<file path="src/rtl/mips_pipe_pkg.sv">
// Shared definitions for the pipelined MIPS core: control bundle layout,
// ALUOp encodings and small control-decoding helpers.
package mips_pipe_pkg;

  localparam int unsigned CTRL_W = 8;

  localparam int unsigned CTRL_REGWRITE = 7;
  localparam int unsigned CTRL_MEMTOREG = 6;
  localparam int unsigned CTRL_MEMREAD  = 5;
  localparam int unsigned CTRL_MEMWRITE = 4;
  localparam int unsigned CTRL_ALUSRC   = 3;
  localparam int unsigned CTRL_REGDST   = 2;
  localparam int unsigned CTRL_ALUOP_HI = 1;
  localparam int unsigned CTRL_ALUOP_LO = 0;

  typedef enum logic [1:0] {
    ALUOP_ADD   = 2'b00,
    ALUOP_SUB   = 2'b01,
    ALUOP_FUNCT = 2'b10,
    ALUOP_RSVD  = 2'b11
  } aluop_e;

  // True when the bundle describes a load (its result arrives a stage late).
  function automatic logic ctrl_is_load(input logic [CTRL_W-1:0] ctrl);
    return ctrl[CTRL_MEMREAD];
  endfunction

endpackage

</file>
<file path="src/rtl/load_use_detect.sv">
// Combinational load-use hazard detector: EX holds a load whose destination
// (rt) is read by the instruction currently in ID.
module load_use_detect
  import mips_pipe_pkg::*;
#(
  parameter int unsigned REG_AW = 5
) (
  input  logic              ex_valid,
  input  logic [CTRL_W-1:0] ex_ctrl,
  input  logic [REG_AW-1:0] ex_rt,
  input  logic              id_valid,
  input  logic [REG_AW-1:0] id_rs,
  input  logic [REG_AW-1:0] id_rt,
  output logic              stall_c
);

  // id_rt is compared for every format, so I-types stall conservatively.
  always_comb begin
    stall_c = 1'b0;
    if (ex_valid && ctrl_is_load(ex_ctrl) && (ex_rt != '0) && id_valid &&
        ((ex_rt == id_rs) || (ex_rt == id_rt))) begin
      stall_c = 1'b1;
    end
  end

endmodule

</file>
<file path="src/rtl/id_ex_stage.sv">
// ID/EX pipeline register with write-back bypass of the register-file read
// ports, load-use stall generation and bubble insertion/counting.
module id_ex_stage
  import mips_pipe_pkg::*;
#(
  parameter int unsigned DATA_W = 32,
  parameter int unsigned REG_AW = 5,
  parameter int unsigned CNT_W  = 16
) (
  input  logic              clk,
  input  logic              rst,
  input  logic              id_valid,
  input  logic [DATA_W-1:0] id_ReadData1,
  input  logic [DATA_W-1:0] id_ReadData2,
  input  logic [REG_AW-1:0] id_rs,
  input  logic [REG_AW-1:0] id_rt,
  input  logic [REG_AW-1:0] id_rd,
  input  logic [DATA_W-1:0] id_Imm,
  input  logic [CTRL_W-1:0] id_ctrl,
  input  logic              wb_RegWrite,
  input  logic [REG_AW-1:0] wb_WriteReg,
  input  logic [DATA_W-1:0] wb_WriteData,
  input  logic              flush,
  output logic              stall_out,
  output logic              ex_valid,
  output logic [DATA_W-1:0] ex_ReadData1,
  output logic [DATA_W-1:0] ex_ReadData2,
  output logic [REG_AW-1:0] ex_rs,
  output logic [REG_AW-1:0] ex_rt,
  output logic [REG_AW-1:0] ex_rd,
  output logic [DATA_W-1:0] ex_Imm,
  output logic [CTRL_W-1:0] ex_ctrl,
  output logic [CNT_W-1:0]  bubble_count
);

  logic              ex_valid_q, ex_valid_d;
  logic [DATA_W-1:0] ex_rd1_q, ex_rd1_d;
  logic [DATA_W-1:0] ex_rd2_q, ex_rd2_d;
  logic [REG_AW-1:0] ex_rs_q, ex_rs_d;
  logic [REG_AW-1:0] ex_rt_q, ex_rt_d;
  logic [REG_AW-1:0] ex_rd_q, ex_rd_d;
  logic [DATA_W-1:0] ex_imm_q, ex_imm_d;
  logic [CTRL_W-1:0] ex_ctrl_q, ex_ctrl_d;
  logic [CNT_W-1:0]  bubble_count_q, bubble_count_d;

  logic              stall_c;
  logic              fwd1_c, fwd2_c;
  logic [DATA_W-1:0] op1_c, op2_c;

  load_use_detect #(
    .REG_AW (REG_AW)
  ) u_load_use_detect (
    .ex_valid (ex_valid_q),
    .ex_ctrl  (ex_ctrl_q),
    .ex_rt    (ex_rt_q),
    .id_valid (id_valid),
    .id_rs    (id_rs),
    .id_rt    (id_rt),
    .stall_c  (stall_c)
  );

  // RegisterFile writes on the same edge, so its same-cycle read is stale.
  always_comb begin
    fwd1_c = wb_RegWrite && (wb_WriteReg != '0) && (wb_WriteReg == id_rs);
    fwd2_c = wb_RegWrite && (wb_WriteReg != '0) && (wb_WriteReg == id_rt);
    op1_c  = fwd1_c ? wb_WriteData : id_ReadData1;
    op2_c  = fwd2_c ? wb_WriteData : id_ReadData2;
  end

  // Priority flush > stall > capture; flush and stall both leave a bubble.
  always_comb begin
    ex_valid_d     = 1'b0;
    ex_rd1_d       = '0;
    ex_rd2_d       = '0;
    ex_rs_d        = '0;
    ex_rt_d        = '0;
    ex_rd_d        = '0;
    ex_imm_d       = '0;
    ex_ctrl_d      = '0;
    bubble_count_d = bubble_count_q;
    if (flush) begin
      bubble_count_d = bubble_count_q;
    end else if (stall_c) begin
      if (bubble_count_q != '1) begin
        bubble_count_d = bubble_count_q + CNT_W'(1);
      end
    end else begin
      ex_valid_d = id_valid;
      ex_rd1_d   = op1_c;
      ex_rd2_d   = op2_c;
      ex_rs_d    = id_rs;
      ex_rt_d    = id_rt;
      ex_rd_d    = id_rd;
      ex_imm_d   = id_Imm;
      ex_ctrl_d  = id_valid ? id_ctrl : '0;
    end
  end

  always_ff @(posedge clk) begin
    if (rst) begin
      ex_valid_q     <= 1'b0;
      ex_rd1_q       <= '0;
      ex_rd2_q       <= '0;
      ex_rs_q        <= '0;
      ex_rt_q        <= '0;
      ex_rd_q        <= '0;
      ex_imm_q       <= '0;
      ex_ctrl_q      <= '0;
      bubble_count_q <= '0;
    end else begin
      ex_valid_q     <= ex_valid_d;
      ex_rd1_q       <= ex_rd1_d;
      ex_rd2_q       <= ex_rd2_d;
      ex_rs_q        <= ex_rs_d;
      ex_rt_q        <= ex_rt_d;
      ex_rd_q        <= ex_rd_d;
      ex_imm_q       <= ex_imm_d;
      ex_ctrl_q      <= ex_ctrl_d;
      bubble_count_q <= bubble_count_d;
    end
  end

  assign stall_out    = stall_c;
  assign ex_valid     = ex_valid_q;
  assign ex_ReadData1 = ex_rd1_q;
  assign ex_ReadData2 = ex_rd2_q;
  assign ex_rs        = ex_rs_q;
  assign ex_rt        = ex_rt_q;
  assign ex_rd        = ex_rd_q;
  assign ex_Imm       = ex_imm_q;
  assign ex_ctrl      = ex_ctrl_q;
  assign bubble_count = bubble_count_q;

endmodule

</file>
<file path="config.mk">
export PLATFORM = sky130hd
export DESIGN_NAME = id_ex_stage
export DESIGN_NICKNAME = d
export VERILOG_FILES = /design/src/rtl/mips_pipe_pkg.sv /design/src/rtl/load_use_detect.sv /design/src/rtl/id_ex_stage.sv
export SDC_FILE = /design/constraint.sdc
export NUM_CORES = 1
export LEC_CHECK = 0
export ABC_AREA = 1
export CAP_MARGIN = 20
export CORE_ASPECT_RATIO = 1.25
export CORE_MARGIN = 2
export CORE_UTILIZATION = 43
export DETAILED_ROUTE_END_ITERATION = 16
export PLACE_DENSITY = 0.85
export SLEW_MARGIN = 20
export SYNTH_ARGS = -nofsm -noshare
export SYNTH_HDL_FRONTEND = slang
export SYNTH_HIERARCHICAL = 1
export SYNTH_SLANG_ARGS = --single-unit
</file>
<file path="constraint.sdc">
create_clock -name clk -period 2.9 [get_ports clk]
set_input_delay 0.435 -clock clk [delete_from_list [all_inputs] [get_ports clk]]
set_output_delay 0.435 -clock clk [all_outputs]
set_load 0.01 [all_outputs]
</file>
Yosys cells after proc, flatten, opt, wreduce, memory -nomap -nowiden
Index checks and enable logic that the tools add are counted.
Cells by class
  add/subtract/negate cells: 1
  equality and inequality tests: 5
  muxes and demuxes: 3
  bitwise operators: 2
  reduce and logical (&&, ||, !) cells: 13
Operators with widths (count)
  $mux W32: 2
  $eq A5 B5 Y1: 4
  $add A16 B1 Y16 const B: 1
  $ne A16 B16 Y1 const B: 1
  $reduce_bool A5 Y1: 2
  $logic_and A1 B1 Y1: 7
  $reduce_or A4 Y1: 1
  $reduce_and A3 Y1: 1
  $reduce_or A3 Y1: 1
  $not A1 Y1: 2
  $logic_or A1 B1 Y1: 1
  $mux W1: 1
Storage, ports and cells
  flip-flop bits (word level): 136
  input bits: 161
  output and inout bits: 137
  word-level logic and storage cells: 33

Depth between registers and ports, before layout
  depth in word-level cells: 6
  gate-level depth with buffers: 14

Modules after synthesis
Netlist, hierarchy kept.
Modules (own cells, without submodules)
  id_ex_stage: times used 1, cells an instance 766, area an instance 5484.0 µm²
  load_use_detect: times used 1, cells an instance 45, area an instance 198.9 µm²

Worst setup path before layout
Ideal clock, no wire load.
  path kind: register -> register
  start point: register ex_rt_q[4], in the netlist ex_rt[4]
  end point: register bubble_count_q[10], in the netlist bubble_count[10]
  library setup time: 116 ps
  arrival: 1879 ps
  slack: 905 ps
  cell stages (with the launch flop): 14
  path buffers: 0
  period minus slack after synthesis: 1995 ps
  path through: dfxtp_1 -> inv_2 -> nand2_2 -> nand2_1 -> nor2_1 -> nand3_1 -> a21oi_2 -> inv_1 -> nor2_1 -> clkinv_1 -> nor2_1 -> nand3_1 -> o21ai_0 -> nor2_1
Between the ends
  word-level cells in the longest chain between the ends: 6
Ends and longest elaborated chain
  from (decl): RTL line id_ex_stage.sv:40  | logic [REG_AW-1:0] ex_rt_q, ex_rt_d;
  from (signal assigned): RTL line id_ex_stage.sv:115  | ex_rt_q <= ex_rt_d;
  $reduce_bool A5 Y1: RTL line load_use_detect.sv:20  | if (ex_valid && ctrl_is_load(ex_ctrl) && (ex_rt != '0) && id_valid &&
  $logic_and A1 B1 Y1 (2 in a row): RTL line load_use_detect.sv:20
  $logic_and A1 B1 Y1 *: RTL line load_use_detect.sv:20
  $mux W1 *: RTL line load_use_detect.sv:20
  net stall_out: RTL line id_ex_stage.sv:24  | output logic stall_out,
  $reduce_and A3 Y1 (no line) *
  to (signal assigned): RTL line id_ex_stage.sv:119  | bubble_count_q <= bubble_count_d;
  to (decl): RTL line id_ex_stage.sv:44  | logic [CNT_W-1:0] bubble_count_q, bubble_count_d;
The timed path passes the listed nets; every way through them passes the cells marked *.
A chain may end at the register's enable or synchronous reset.

Worst setup path in the final report
  start point: input port id_rs[0]
  end point: output port stall_out
Between the ends
  word-level cells in the longest chain between the ends: 4
Ends and longest elaborated chain
  from (decl): RTL line id_ex_stage.sv:15  | input logic [REG_AW-1:0] id_rs,
  $eq A5 B5 Y1: RTL line load_use_detect.sv:21  | ((ex_rt == id_rs) || (ex_rt == id_rt))) begin
  $logic_or A1 B1 Y1: RTL line load_use_detect.sv:21
  $logic_and A1 B1 Y1: RTL line load_use_detect.sv:20
  $mux W1: RTL line load_use_detect.sv:20
  to (decl): RTL line id_ex_stage.sv:24
No other way between the ends.

==> summary.md <==
| Metric | Value |
|---|---|
| Outcome | complete, no violations |
| Fin cells | roughly 1300 |
| I/O pins | just under 300 |
| Register-to-Register Setup Slack | between 0.5 and 0.6 ns |
| CTS root buffer | clkbuf_16 |
| Syn_nets | roughly 1000 |
| Layout area overhead | 66.4% |
| Commonest non-fill, non-tap cells in the layout | clkdlybuf4s50_1, nor2_1, nand2_1 |
| Crit Path Class | input pin to output pin |
| Initial antenna violation count | 0 |
| Worst setup EP type | output pin |
| Drt drc | 0 |
| Routed len/inst | 15.0 um |
| CTS tree | built |
| Warnings, synthesis | 6 |
| Fmax | around 360 MHz |
| Relative slew margins | between 70 and 80% |
| RSZ-0062 raised after global routing | false |
| Die Wd | between 100 and 150 um |
| Die area | 14200 um2 |
| Leak | 4.12 nW |
| Port Buffers | 297 |
| Initial Util | 44.5% |
| Fillers | approximately 960 |
| Post-DP Area | slightly below 9000 um2 |
| Vias in the first global route | around 6300 |
| Ant diodes | 0 |
| Max cap viols | 0 |
| CP startpoint kind | input pin |
| Final Instance Area | roughly 9500 um2 |
| Critical path fanouts, max | 5 |
| Post-synth cell types | 25 |
| Final Hold Viols | 0 |
| Commonest non-fill, non-tap cell in the layout | clkdlybuf4s50_1 |
| Routed WL | slightly below 20000 um |
| Final GP Congestion | a little under 0.9 |
| Vias after detailed routing | a little over 6000 |
| Multi-input combinational cell area | 2280 um2 |
| Top cell type's share of synthesized area | around 48% |
| HPWL after DPL | roughly 14000 um |
| Max Transition Viols Final | 0 |
| Syn Inst Count | 811 |
| Final hold slack | 0.539 ns |
| Core Footprint | approximately 13000 um2 |
| Dpl cells | 1250 |
| Worst Hold Class | input pin to flop |
| Post-route ant nets | 0 |
| CTS sink cnt | 136 |
| Layout cell share with drive strength beyond 1 | roughly 5.2% |
| Post-synth top area cell | dfxtp_1 |
| Worst slew pin tran | approximately 0.38 ns |
| Starting DRT DRC Count | 283 |
| Worst Path Required | around 2.5 ns |
| Worst VDD drop | approximately 0.34 mV |
| Register area share after synthesis | 47.9% |
| Pwr per Cell Area | ~550 nW/um2 |
| Final core occ | roughly three quarters |
| Min Clock Period, post-route | approximately 2.8 ns |
| CTS Buf Count | 17 |
| Syn avg cell area | between 7 and 8 um2 |
| First-pass GRT wire length | just over 30000 um |
| Storage element area | ~2700 um2 |
| Mapped Area | about 5700 um2 |
| Post-route clock period utilization | slightly below 100% |
| Maximum clock insertion buffer count | 2 |
| WP data arrival | roughly 2.4 ns |
| Top cells by area, synth | dfxtp_1, nor2_1, nand2_1, inv_1, nand4_1 |
| Congestion Overflow GR | 0 |
| Worst-path clk slew | around 0.060 ns |
| All-Layer GR Usage | between 20% and 30% |
| Worst-Skew Late Latency | about 0.41 ns |
| Final count of negative-setup-slack endpoints | 0 |
| Seq cells post-synth | about 140 |
| Largest net degree at the start of global routing | 45 |
| Drt first pass iters | 6 |
| Clk_skew | about 0.0084 ns |
| H-tree depth | 4 |
| Die Span Y | roughly 130 um |
| Setup TNS | 0 ns |
| DR vias/cell | ~4.8 |
| Site Rows | 46 |
| # nets final | approximately 1300 |
-- cell type report --
class / count / share of cell area [%]
repair buffers: 310 / 32.9
flip-flops and latches: 136 / 28.8
multi-input cells: 514 / 24.1
inverters: 122 / 4.84
clock buffers: 18 / 4.54
clock inverters: 12 / 2.65
well taps: 168 / 2.22
-- sequential cells by signal (all words and copies together) (netlist names) --
| register | flops |
|---|---|
| ex_rt | 5 |
| ex_Imm | 32 |
| ex_ctrl | 8 |
| ex_ReadData2 | 32 |
| ex_valid | 1 |
| ex_rd | 5 |
| ex_ReadData1 | 32 |
| ex_rs | 5 |
| bubble_count | 16 |
-- synth_stat cells (all sizes together) --
cell	number
a21oi	9
and2	1
buf	37
clkbuf	2
clkinv	1
dfxtp	136
ha	1
inv	121
nand2	152
nand3	20
nand3b	2
nand4	70
nor2	240
nor3	4
o21ai	6
xnor2	4
xor2	5
-- final timing paths --
kind / startpoint / to / cells past startpoint
hold / removal: id_Imm[0] / ex_Imm[0] / 3
hold reg to reg: bubble_count[15] / bubble_count[15] / 2
setup / recovery: id_rs[0] / stall_out / 8
setup reg to reg: ex_rt[1] / bubble_count[10] / 13
-- critical path, cell delays in order --
cell	delay, ns
clkdlybuf4s50_1	0.56
inv_1	0.07
nand2_1	0.06
nand2_1	0.06
nor2_1	0.18
nand3_1	0.18
a21oi_4	0.24
clkdlybuf4s50_1	0.59
-- metal layers --
metal  part of all wire [%]  track usage (%)  wire, um
met4                    4.6             14.9       891
met3                     11             11.1      2120
met5                      0                0         0
met1                     34             27.2      6620
met2                     50             48.8      9620
-- through the flow --
step / power (mW) / setup WS (ns)
floorplan: 2.27 / 0.905
global placement: 2.68 / 0.204
detailed placement: 2.69 / 0.0917
CTS: 5.20 / 0.0824
global route: 5.35 / 0.0225
finish: 5.16 / 0.0971
-- timing repair --
action                                  4_1_cts  5_1_grt
hold buffers                                  0        0
endpoints found under the setup margin        0        1
buffers inserted                              0        0
resized for setup                             0        1
-- where the power goes --
part	switching [mW]	internal, mW	leakage (nW)
Combinational	0.315	0.386	2.68
Sequential	0.0206	1.94	1.11
Clock	0.809	1.69	0.330
-- cells by family after synthesis --
| group | synth area share, % |
|---|---|
| flip-flops | 47.9 |
| AO/OA/AOI/OAI | 1.39 |
| XOR/XNOR | 1.39 |
| buffers and inverters | 12.4 |
| adder cells (fa/ha/maj) | 0.220 |
| AND/OR/NAND/NOR | 36.7 |
No activity file was read; power rests on OpenSTA's default activity.
==> patch, RTL diff (config.mk and constraints unchanged) <==
`REG_AW` is set to 5 in 2 places; all go to 3.
--- a/src/rtl/load_use_detect.sv
+++ b/src/rtl/load_use_detect.sv
@@ -5,3 +5,3 @@
 #(
-  parameter int unsigned REG_AW = 5
+  parameter int unsigned REG_AW = 3
 ) (
--- a/src/rtl/id_ex_stage.sv
+++ b/src/rtl/id_ex_stage.sv
@@ -6,3 +6,3 @@
   parameter int unsigned DATA_W = 32,
-  parameter int unsigned REG_AW = 5,
+  parameter int unsigned REG_AW = 3,
   parameter int unsigned CNT_W  = 16
Interface: changed (7 resized); port bits go from 298 to 284. The function was not compared with the original's and may differ.
==> patch against the unedited design <==
Critical endpoint unchanged. Total power decreased by 8.4%. Highest routed layer unchanged. Synthesized area decreased by 14%. Global-route usage increased by 0.84 points. Worst setup slack improved by 0.31 ns. Design area decreased by 11%. Wire length fell by 6.0%. Sequential cell count down 6. Hold slack got worse by 0.0091 ns. Via count down 11%.
==> patch: results (changes against the unedited design) <==
metric;value;unit;change
outcome;complete, no violations;;unchanged
grt_max_degree;47;;was 45
final_layout_size_suffix_gt1_share;6.41;%;was 5.22%
crit_fanout;4;;was 5
leakagePower;3.58;nW;was 4.12 nW
fin_skew;0.0104;ns;was 0.00836 ns
hpwl;13400;um;was 14200 um
synthDistinctLibCells;24;;was 25
tightest_slew;0.797;ns;was 0.383 ns
peakVddDrop;383;uV;was 339 uV
pre_cts_ws;0.253;ns;was 0.0917 ns
cts-root-buf;clkbuf_16;;unchanged
whs_path_depth;2;;was 3
rrSetupSlack;0.88;ns;was 0.52 ns
hold_path.class;flip-flop to flip-flop;;was input pin to flip-flop
ys.flop_type;dfxtp_1;;unchanged
cts_buffers;17;;unchanged
io_buffers;283;;was 297
ys_seq_area_share;53.1;%;was 47.9%
ys_top_cells_by_area;dfxtp_1 (53%), nand2_1 (8.7%), nand4_1 (8.6%), a21oi_1 (8.0%), nor2_1 (6.5%);;was dfxtp_1 (48%), nor2_1 (16%), nand2_1 (9.8%), inv_1 (7.8%), nand4_1 (7.7%)
netlist_top_cells_count;dfxtp_1 (130), nand2_1 (113), nor2_1 (85), a21oi_1 (78), inv_1 (71);;was nor2_1 (237), nand2_1 (149), dfxtp_1 (136), inv_1 (118), nand4_1 (70)
whs;0.530;ns;was 0.539 ns
avgRoutedWirePerCell;17.2;um;was 15.0 um
fmaxAchievable;0.402;GHz;was 0.357 GHz
crit_arrival;2.05;ns;was 2.37 ns
grt_pass1_wl;27100;um;was 30800 um
fin_nets;1061;;was 1263
vias;5521;;was 6190
gp_congestion;0.913;;was 0.884
dr.pass1.iters;5;;was 6
cts_setup_buffers;0;;unchanged
drt-initial-drc-count;249;;was 283
syn_nets;783;;was 973
grt_pass1_vias;5315;;was 6309
ff2ff_path_depth;10;;was 13
p_switching;1.15;mW;was 1.14 mW
[patch: changes by cell type in the layout (fill, tap and decap cells not counted), sizes merged, moves of 7 or more]
| cell | delta |
|---|---|
| inv | -46 |
| clkdlybuf4s50 | -14 |
| a21oi | +70 |
| nor2 | -153 |
| nand3 | +7 |
| nand2 | -38 |
[patch: final timing paths]
check | from | end
setup / recovery | id_rt[0] | stall_out
hold / removal | bubble_count[4] | bubble_count[4]
hold reg to reg | bubble_count[4] | bubble_count[4]
setup reg to reg | ex_rt[2] | ex_Imm[12]
[patch: routing by layer]
| metal | wire, um | up-vias | track usage [%] |
|---|---|---|---|
| met2 | 9250 | 313 | 50.3 |
| li1 | - | 2613 | - |
| met3 | 1660 | 48 | 8.82 |
| met4 | 737 | 0 | 13.4 |
| met1 | 6450 | 2547 | 30.9 |
| met5 | 0 | - | 0 |
[patch: stage by stage]
step | instance area, um2 | cells
floorplan | 4900 | 629
global placement | 7860 | 1023
detailed placement | 7860 | 1023
CTS | 8460 | 1055
global route | 8460 | 1055
finish | 8460 | 1055
[patch: final cells by class]
class | count | area [um2]
Fill cell | 749 | 2620
Timing Repair Buffer | 297 | 2940
Clock buffer | 17 | 425
Tap cell | 135 | 169
Sequential cell | 130 | 2600
Multi-Input combinational cell | 388 | 1870
Inverter | 73 | 275
Clock inverter | 15 | 183
[patch: cells by family after synthesis]
group,count (synthesis),share of synthesized area [%]
AND/OR/NAND/NOR,298,27.5
flip-flops,130,53.1
buffers and inverters,111,9.22
AO/OA/AOI/OAI,81,8.48
XOR/XNOR,8,1.43
adder cells (fa/ha/maj),1,0.255
[patch: power groups by stage]
| stage | registers, mW | clock network (mW) | logic [mW] |
|---|---|---|---|
| 4_1_cts | 1.88 | 2.21 | 0.661 |
| 6_report | 1.88 | 2.19 | 0.662 |
| 5_1_grt | 1.88 | 2.29 | 0.710 |
| 3_3_place_gp | 1.91 | 0 | 0.645 |
| 2_1_floorplan | 1.95 | 0 | 0.197 |
| 3_5_place_dp | 1.92 | 0 | 0.656 |
[patch: critical path, stage by stage]
cell             delay (ns)
clkdlybuf4s50_1        0.58
nand2_1                0.08
nand2_1                0.07
nand3_1                0.08
a21oi_2                0.21
clkdlybuf4s50_1        0.59
